$ cat src/rtl/regfile_write_arbiter.sv
// Purpose : shares the register file write port between requesters A and B; clears every register after reset.
// Latency : one cycle from an accepted handshake to RegWrite/WriteReg/WriteData.
// Backpr. : round-robin grant. No ready is given while reset or the clear walk is active. Requests are held, never dropped.
// Option  : define REG0_PROTECT_EN to suppress requester writes to register 0 (the clear walk still writes it).
module regfile_write_arbiter #(
    parameter int DATA_W   = 32,
    parameter int ADDR_W   = 5,
    parameter int NUM_REGS = 32
) (
    input  logic              clk,
    input  logic              rst,
    input  logic              a_valid,
    output logic              a_ready,
    input  logic [ADDR_W-1:0] a_reg,
    input  logic [DATA_W-1:0] a_data,
    input  logic              b_valid,
    output logic              b_ready,
    input  logic [ADDR_W-1:0] b_reg,
    input  logic [DATA_W-1:0] b_data,
    output logic              RegWrite,
    output logic [ADDR_W-1:0] WriteReg,
    output logic [DATA_W-1:0] WriteData,
    output logic              busy
);

`ifdef REG0_PROTECT_EN
    localparam bit PROTECT_REG0 = 1'b1;
`else
    localparam bit PROTECT_REG0 = 1'b0;
`endif

    localparam logic [ADDR_W-1:0] LAST_REG = ADDR_W'(NUM_REGS - 1);

    typedef enum logic {
        S_CLEAR = 1'b0,
        S_ARB   = 1'b1
    } state_t;

    state_t              state_q, state_d;
    logic [ADDR_W-1:0]   cnt_q, cnt_d;
    // rr_q = 1 means B was granted last, so A wins the next contention
    logic                rr_q, rr_d;
    logic                regwrite_q, regwrite_d;
    logic [ADDR_W-1:0]   writereg_q, writereg_d;
    logic [DATA_W-1:0]   writedata_q, writedata_d;
    logic                grant_a, grant_b;

    // State and output registers; reset restarts the clear walk and discards any in-flight write
    always_ff @(posedge clk) begin
        if (rst) begin
            state_q     <= S_CLEAR;
            cnt_q       <= '0;
            rr_q        <= 1'b1;
            regwrite_q  <= 1'b0;
            writereg_q  <= '0;
            writedata_q <= '0;
        end else begin
            state_q     <= state_d;
            cnt_q       <= cnt_d;
            rr_q        <= rr_d;
            regwrite_q  <= regwrite_d;
            writereg_q  <= writereg_d;
            writedata_q <= writedata_d;
        end
    end

    // Next state, clear counter, round-robin pointer and the registered write command
    always_comb begin
        state_d     = state_q;
        cnt_d       = cnt_q;
        rr_d        = rr_q;
        regwrite_d  = 1'b0;
        writereg_d  = writereg_q;
        writedata_d = writedata_q;
        unique case (state_q)
            S_CLEAR: begin
                regwrite_d  = 1'b1;
                writereg_d  = cnt_q;
                writedata_d = '0;
                cnt_d       = cnt_q + 1'b1;
                if (cnt_q == LAST_REG) begin
                    state_d = S_ARB;
                end
            end
            S_ARB: begin
                if (grant_a) begin
                    regwrite_d  = !(PROTECT_REG0 && (a_reg == '0));
                    writereg_d  = a_reg;
                    writedata_d = a_data;
                    rr_d        = 1'b0;
                end else if (grant_b) begin
                    regwrite_d  = !(PROTECT_REG0 && (b_reg == '0));
                    writereg_d  = b_reg;
                    writedata_d = b_data;
                    rr_d        = 1'b1;
                end
            end
            default: begin
                state_d = S_CLEAR;
            end
        endcase
    end

    // Grants and handshake outputs; a lone requester always wins, contention alternates
    always_comb begin
        grant_a = 1'b0;
        grant_b = 1'b0;
        if ((state_q == S_ARB) && !rst) begin
            grant_a = a_valid && (!b_valid || rr_q);
            grant_b = b_valid && (!a_valid || !rr_q);
        end
        a_ready = grant_a;
        b_ready = grant_b;
        busy    = (state_q == S_CLEAR);
    end

    assign RegWrite  = regwrite_q;
    assign WriteReg  = writereg_q;
    assign WriteData = writedata_q;

endmodule

$ cat config.mk
export PLATFORM = sky130hd
export DESIGN_NAME = regfile_write_arbiter
export DESIGN_NICKNAME = d
export VERILOG_FILES = /design/src/rtl/regfile_write_arbiter.sv
export SDC_FILE = /design/constraint.sdc
export NUM_CORES = 1
export LEC_CHECK = 0
export BUFFER_PORTS_ARGS = -buffer_cell sky130_fd_sc_hd__buf_4
export CAP_MARGIN = 20
export CELL_PAD_IN_SITES_DETAIL_PLACEMENT = 1
export CELL_PAD_IN_SITES_GLOBAL_PLACEMENT = 1
export CORE_ASPECT_RATIO = 1.4
export CORE_MARGIN = 4
export CORE_UTILIZATION = 27
export CTS_CLUSTER_SIZE = 12
export DETAILED_ROUTE_END_ITERATION = 6
export GPL_TIMING_DRIVEN = 1
export PLACE_DENSITY = 0.76
export SLEW_MARGIN = 20
export SYNTH_ARGS = -nofsm -noshare
export SYNTH_HDL_FRONTEND = slang
export SYNTH_SLANG_ARGS = --single-unit
export TNS_END_PERCENT = 1
$ cat constraint.sdc
create_clock -name clk -period 1.3 [get_ports clk]
set_input_delay 0.13 -clock clk [delete_from_list [all_inputs] [get_ports clk]]
set_output_delay 0.13 -clock clk [all_outputs]
set_load 0.005 [all_outputs]
* Yosys cells after proc, flatten, opt, wreduce, memory -nomap -nowiden
Index checks and enable logic that the tools add are counted.
Cells by class: add/subtract/negate cells 1, eq/ne operators 2, muxes and demuxes 15, bitwise gates (word level) 1, reductions and logical operators 11
Operator list (count):
- 2-to-1 mux 32 bit | 2
- one-hot mux 32 bit (2 select lines) | 1
- 2-to-1 mux 5 bit | 2
- one-hot mux 5 bit (2 select lines) | 1
- 2-to-1 mux 1 bit | 8
- adder 5 x 1 -> 5 bit (second input constant) | 1
- equality test 5 bit (second input constant) | 1
- logical NOT 1 bit | 4
- logical AND 1 bit | 3
- != test 3 bit (second input constant) | 1
- logical OR 1 bit | 2
- one-hot mux 1 bit (2 select lines) | 1
- AND reduction 2 bit | 1
- nonzero test 2 bit | 1
- inverter 1 bit | 1
Storage, ports and cells: register bits 45, input port bits 78, output and inout port bits 41, logic and storage cells 36

* Logic depth before layout (Yosys ltp)
depth after elaboration 7, mapped depth 6, depth with buffers taken out 5

* Worst setup path before layout
No wires, ideal clock.
path type register to register, start point reg cnt_q[0], end point reg cnt_q[4], library setup time 0.128 ns, data arrival time 1.092 ns, data required time 1.172 ns, path slack 0.081 ns, cell stages (with the launch flop) 6, path buffers 0, clock period less this slack 1.219 ns, cell sequence dfxtp_1 ha_1 and3_1 ha_1 mux2i_1 nor2_1
Between the ends: word-level cells in the longest chain between the ends 1
Ends and longest elaborated chain:
- start: declaration | line 40 | logic [ADDR_W-1:0] cnt_q, cnt_d;
- start signal: assignment | line 59 | cnt_q <= cnt_d;
- adder 5 x 1 -> 5 bit | line 80 | cnt_d = cnt_q + 1'b1;
No other way between the ends. A chain may end at the register's enable or synchronous reset.

* Worst setup path in the final report
start point reg rr_q, end point out a_ready
Between the ends: word-level cells in the longest chain between the ends 3
Ends and longest elaborated chain:
- start: declaration | line 42 | logic rr_q, rr_d;
- start signal: assignment | line 60 | rr_q <= rr_d;
- logical OR 1 bit | line 109 | grant_a = a_valid && (!b_valid || rr_q);
- logical AND 1 bit | line 109
- 2-to-1 mux 1 bit | line 108 | if ((state_q == S_ARB) && !rst) begin
- end: declaration | line 13 | output logic a_ready,
No other way between the ends.

==> flow_results.org <==
** Outcome
- Result of the run :: finished with violations
- The final reports fail on setup timing.

** Route
- For this block, the routed nets add up to 7.68 mm of wire.
- ANT nets after route :: 0
- Dividing the detail-routed via count by the number of cells gives 4.99.
- After detailed routing, the average wire length per cell comes to 16.2 um.
- Total number of vias :: 2368
- Number of iterations in the first detailed-routing pass :: 4
- In the routed design, unresolved DRC markers number 0.
- The first routing iteration left 96 violations.

** Worst setup path
- At the worst endpoint, the arrival time is 1.17 ns.
- Grouping stages by cell kind, the critical path spends the most delay in flip-flops.
- Delay of the slowest cell on the worst path :: 0.39 ns
- Highest fanout seen on the critical path :: 4
- Crit. End Element :: primary output
- Req. time, crit path :: 1.17 ns
- Critical-path top delay cell :: sky130_fd_sc_hd__dfxtp_4
- Worst setup path category :: flop to primary output
- Worst Path Buf+Inv :: 2
- STA classifies the critical path startpoint as a flop.
- Walking the worst path, the cells encountered are o21ai_4 -> buf_12 -> nor3_4 -> buf_4.

** Final layout
- Share of final-layout standard cells stronger than drive strength 1 :: 0.434
- 0 antenna diodes ended up in the layout.
- The final layout contains 458 nets.
- Layout Area Growth over Synthesis :: 64.5%
- Once layout is complete, the utilization of the core stands at 0.456.

** Clock network
- Buffers inserted during clock tree synthesis total 5.
- For the worst-skew pair, the clock arrives at the later sink with an insertion delay of 0.29 ns.
- Root Buffer :: sky130_fd_sc_hd__clkbuf_8
- Clock tree sinks :: 45
- Number of hold buffers added after cts :: 0
- TritonCTS clock tree :: yes
- Maximum count of clock buffers along a single path :: 2
- The clock tree synthesis step divided the H-tree into 2 levels.
- After clock tree synthesis, the clock-pin slew on the worst setup and hold paths is 0.08 ns.

** STA
- Headroom to the max-slew limit came out at 0.808.
- Setup violations remaining at the end of the flow were counted as 1.
- Worst Skew :: 0.00493 ns
- Setup ws final :: -0.00202 ns
- Setup repair after global routing could not meet its margin everywhere.
- Max-slew violation count :: 0
- Number of endpoints with negative hold slack in the final report :: 0
- After layout, the minimum clock period comes to 1.30 ns.
- Of the available clock period, the critical path in the final layout requires 1.00.
- Derived from the worst setup path, the maximum achievable clock frequency is 768 MHz.
- Worst-margin pin slew :: 0.286 ns

** Place
- Gpl congestion :: 0.696
- Timing analysis after detailed placement gives a worst setup slack of -0.0513 ns.
- Hpwl dp :: 5.82 mm
- Total of buffers placed on input and output ports :: 118

** Die
- During I/O placement, the number of pins put on the boundary was 119.
- The floorplan has 37 rows.
- From bottom edge to top edge, the die measures 111 um.
- The floorplan step defined a die boundary enclosing 8980 um^2.
- Initial Utilization :: 0.277
- Horizontal extent of the die :: 81.3 um
- The core region is 7310 um^2.

** Synthesis
- Top cell type by total area after synthesis :: sky130_fd_sc_hd__dfxtp_1
- Warnings, synthesis :: 0
- Counting flops with an async set or reset pin after synthesis yields a share of 0.
- For this run, the register share of the synthesized area comes to 0.444.
- Synthesized Nets :: 332
- After synthesis, the cell types taking the most area are sky130_fd_sc_hd__dfxtp_1 (44%), sky130_fd_sc_hd__nand3_1 (16%), sky130_fd_sc_hd__a31oi_1 (9.9%), sky130_fd_sc_hd__nand2_1 (6.1%), sky130_fd_sc_hd__mux2i_1 (3.5%).
- Top cells by instance count after synthesis :: sky130_fd_sc_hd__nand3_1 (63), sky130_fd_sc_hd__dfxtp_1 (45), sky130_fd_sc_hd__nand2_1 (33), sky130_fd_sc_hd__a31oi_1 (32), sky130_fd_sc_hd__buf_2 (11)
- The cell area that synthesis handed to floorplanning was 2030 um^2.
- Dividing the synthesized area by the synthesized cell count gives 8.05 um^2.
- Yosys instantiated no cell more often than sky130_fd_sc_hd__nand3_1.
- Post-Synthesis Cells :: 252
- Number of library cell types mapped by synthesis :: 30
- Synthesis inferred 45 register bits.
- The most used flip-flop cell after synthesis is sky130_fd_sc_hd__dfxtp_1.
- Yosys top cell area share :: 0.444
- Yosys mapped a number of flops with a built-in enable equal to 0.

** Power
- P_leak :: 1.39 nW
- For this design the total switching power over the nets is 632 uW.
- The internal portion of the total power is 2.04 mW.
- Of the total power, the share spent switching nets is 0.237.
- Part of the power in registers :: 0.524
- Of the total power, combinational logic draws 0.140.
- Ratio of total power to cell area :: 800 nW/um^2
- The share of total power dissipated in the clock network is 0.337.
- Peak ir drop on the vdd network :: 427 uV

** GRT
- Maximum number of pins on one net before global-route repair :: 32
- In the global route stage, overall resource usage came out at 0.174.
- Global-route wire length before repair :: 12.6 mm
- Vias in the first global route :: 2630
- Number of antenna violations at the first check in global routing :: 0
- For this run the aggregate overflow at the end of global routing stands at 0.

** Flow run
- Count of max-cap constraint violations :: 0

** Worst hold path
- The tightest min-delay check is of the input port to flop type.
stage by stage:
stage                     hold slack [ns]   TNS, ns  power (mW)  cells  instance area (um^2)
after CTS                          0.0406   -0.0138        2.70    475                  3300
after global placement              0.359         0        1.79    462                  3130
final                              0.0640  -0.00202        2.67    475                  3340
after detailed placement            0.368   -0.0823        1.79    462                  3130
after global routing               0.0658    -0.239        2.80    475                  3340
after floorplan                     0.292         0        1.54    252                  2030
layout make-up:
cell class | instances | area (um^2)
fill | 936 | 3980
tap | 97 | 121
multi-input combinational | 179 | 1030
inverter | 4 | 18.8
sequential | 45 | 910
timing repair buffer | 143 | 1170
clock buffer | 7 | 86.3
kinds of logic after synthesis:
kind of cell    Yosys count  share of synthesized area
simple gates            118                      0.273
compound gates           49                      0.152
flops                    45                      0.444
buf+inv                  28                     0.0703
mux                       7                     0.0345
xor+xnor                  3                     0.0130
fa+ha+maj                 2                     0.0123
cell usage in the layout, fill, tap and decap left out, drive strengths merged, types with 3 or more instances in the layout:
cell | synthesis | routed
a21oi | 6 | 6
dfxtp | 45 | 45
inv | 4 | 3
o21ai | 3 | 3
and3 | 6 | 6
nand3 | 63 | 63
mux2i | 7 | 7
buf | 15 | 143
a31oi | 32 | 32
nor2 | 9 | 9
nand2 | 33 | 33
clkbuf | 9 | 7
o22ai | 4 | 4
what timing repair did:
item                                    4_1_cts  5_1_grt
gates resized for setup                       8       10
endpoints found under the setup margin       19       23
endpoints found under the hold margin         0        0
setup buffers                                 6        0
pin swaps                                     2        7
worst reg2reg max path, stage by stage (launching register included):
cell	delay, ns
sky130_fd_sc_hd__dfxtp_4	0.37
sky130_fd_sc_hd__o21ai_4	0.16
sky130_fd_sc_hd__buf_12	0.14
sky130_fd_sc_hd__buf_12	0.11
sky130_fd_sc_hd__mux2i_1	0.23
sky130_fd_sc_hd__o22ai_1	0.11
flip-flops by register name (all words and copies together) (netlist names):
| register | flops |
|---|---|
| RegWrite | 1 |
| WriteData | 32 |
| WriteReg | 5 |
| cnt_q | 5 |
| rr_q | 1 |
| state_q | 1 |
power by group through the flow:
stage	sequential, mW	combinational, mW	clock (mW)
4_1_cts	1.40	0.371	0.934
3_5_place_dp	1.43	0.356	0
3_3_place_gp	1.43	0.352	0
2_1_floorplan	1.43	0.101	0
6_report	1.40	0.372	0.898
5_1_grt	1.40	0.405	0.997
per-layer routing:
metal,global-route usage,up-vias,share of wire
met3,0.0318,5,0.059
met1,0.200,1133,0.39
met2,0.323,77,0.54
met5,0,-,0
li1,-,1153,-
met4,0.0406,0,0.0064
worst paths after layout:
kind	start	end	slack [ns]	depth (start not counted)
max	rr_q	a_ready	-0.002	4
min	rst	state_q	0.06	2
max reg2reg	rr_q	WriteReg[1]	0.08	5
min reg2reg	WriteData[0]	WriteData[0]	0.47	2
No activity file was read; power rests on OpenSTA's default activity.
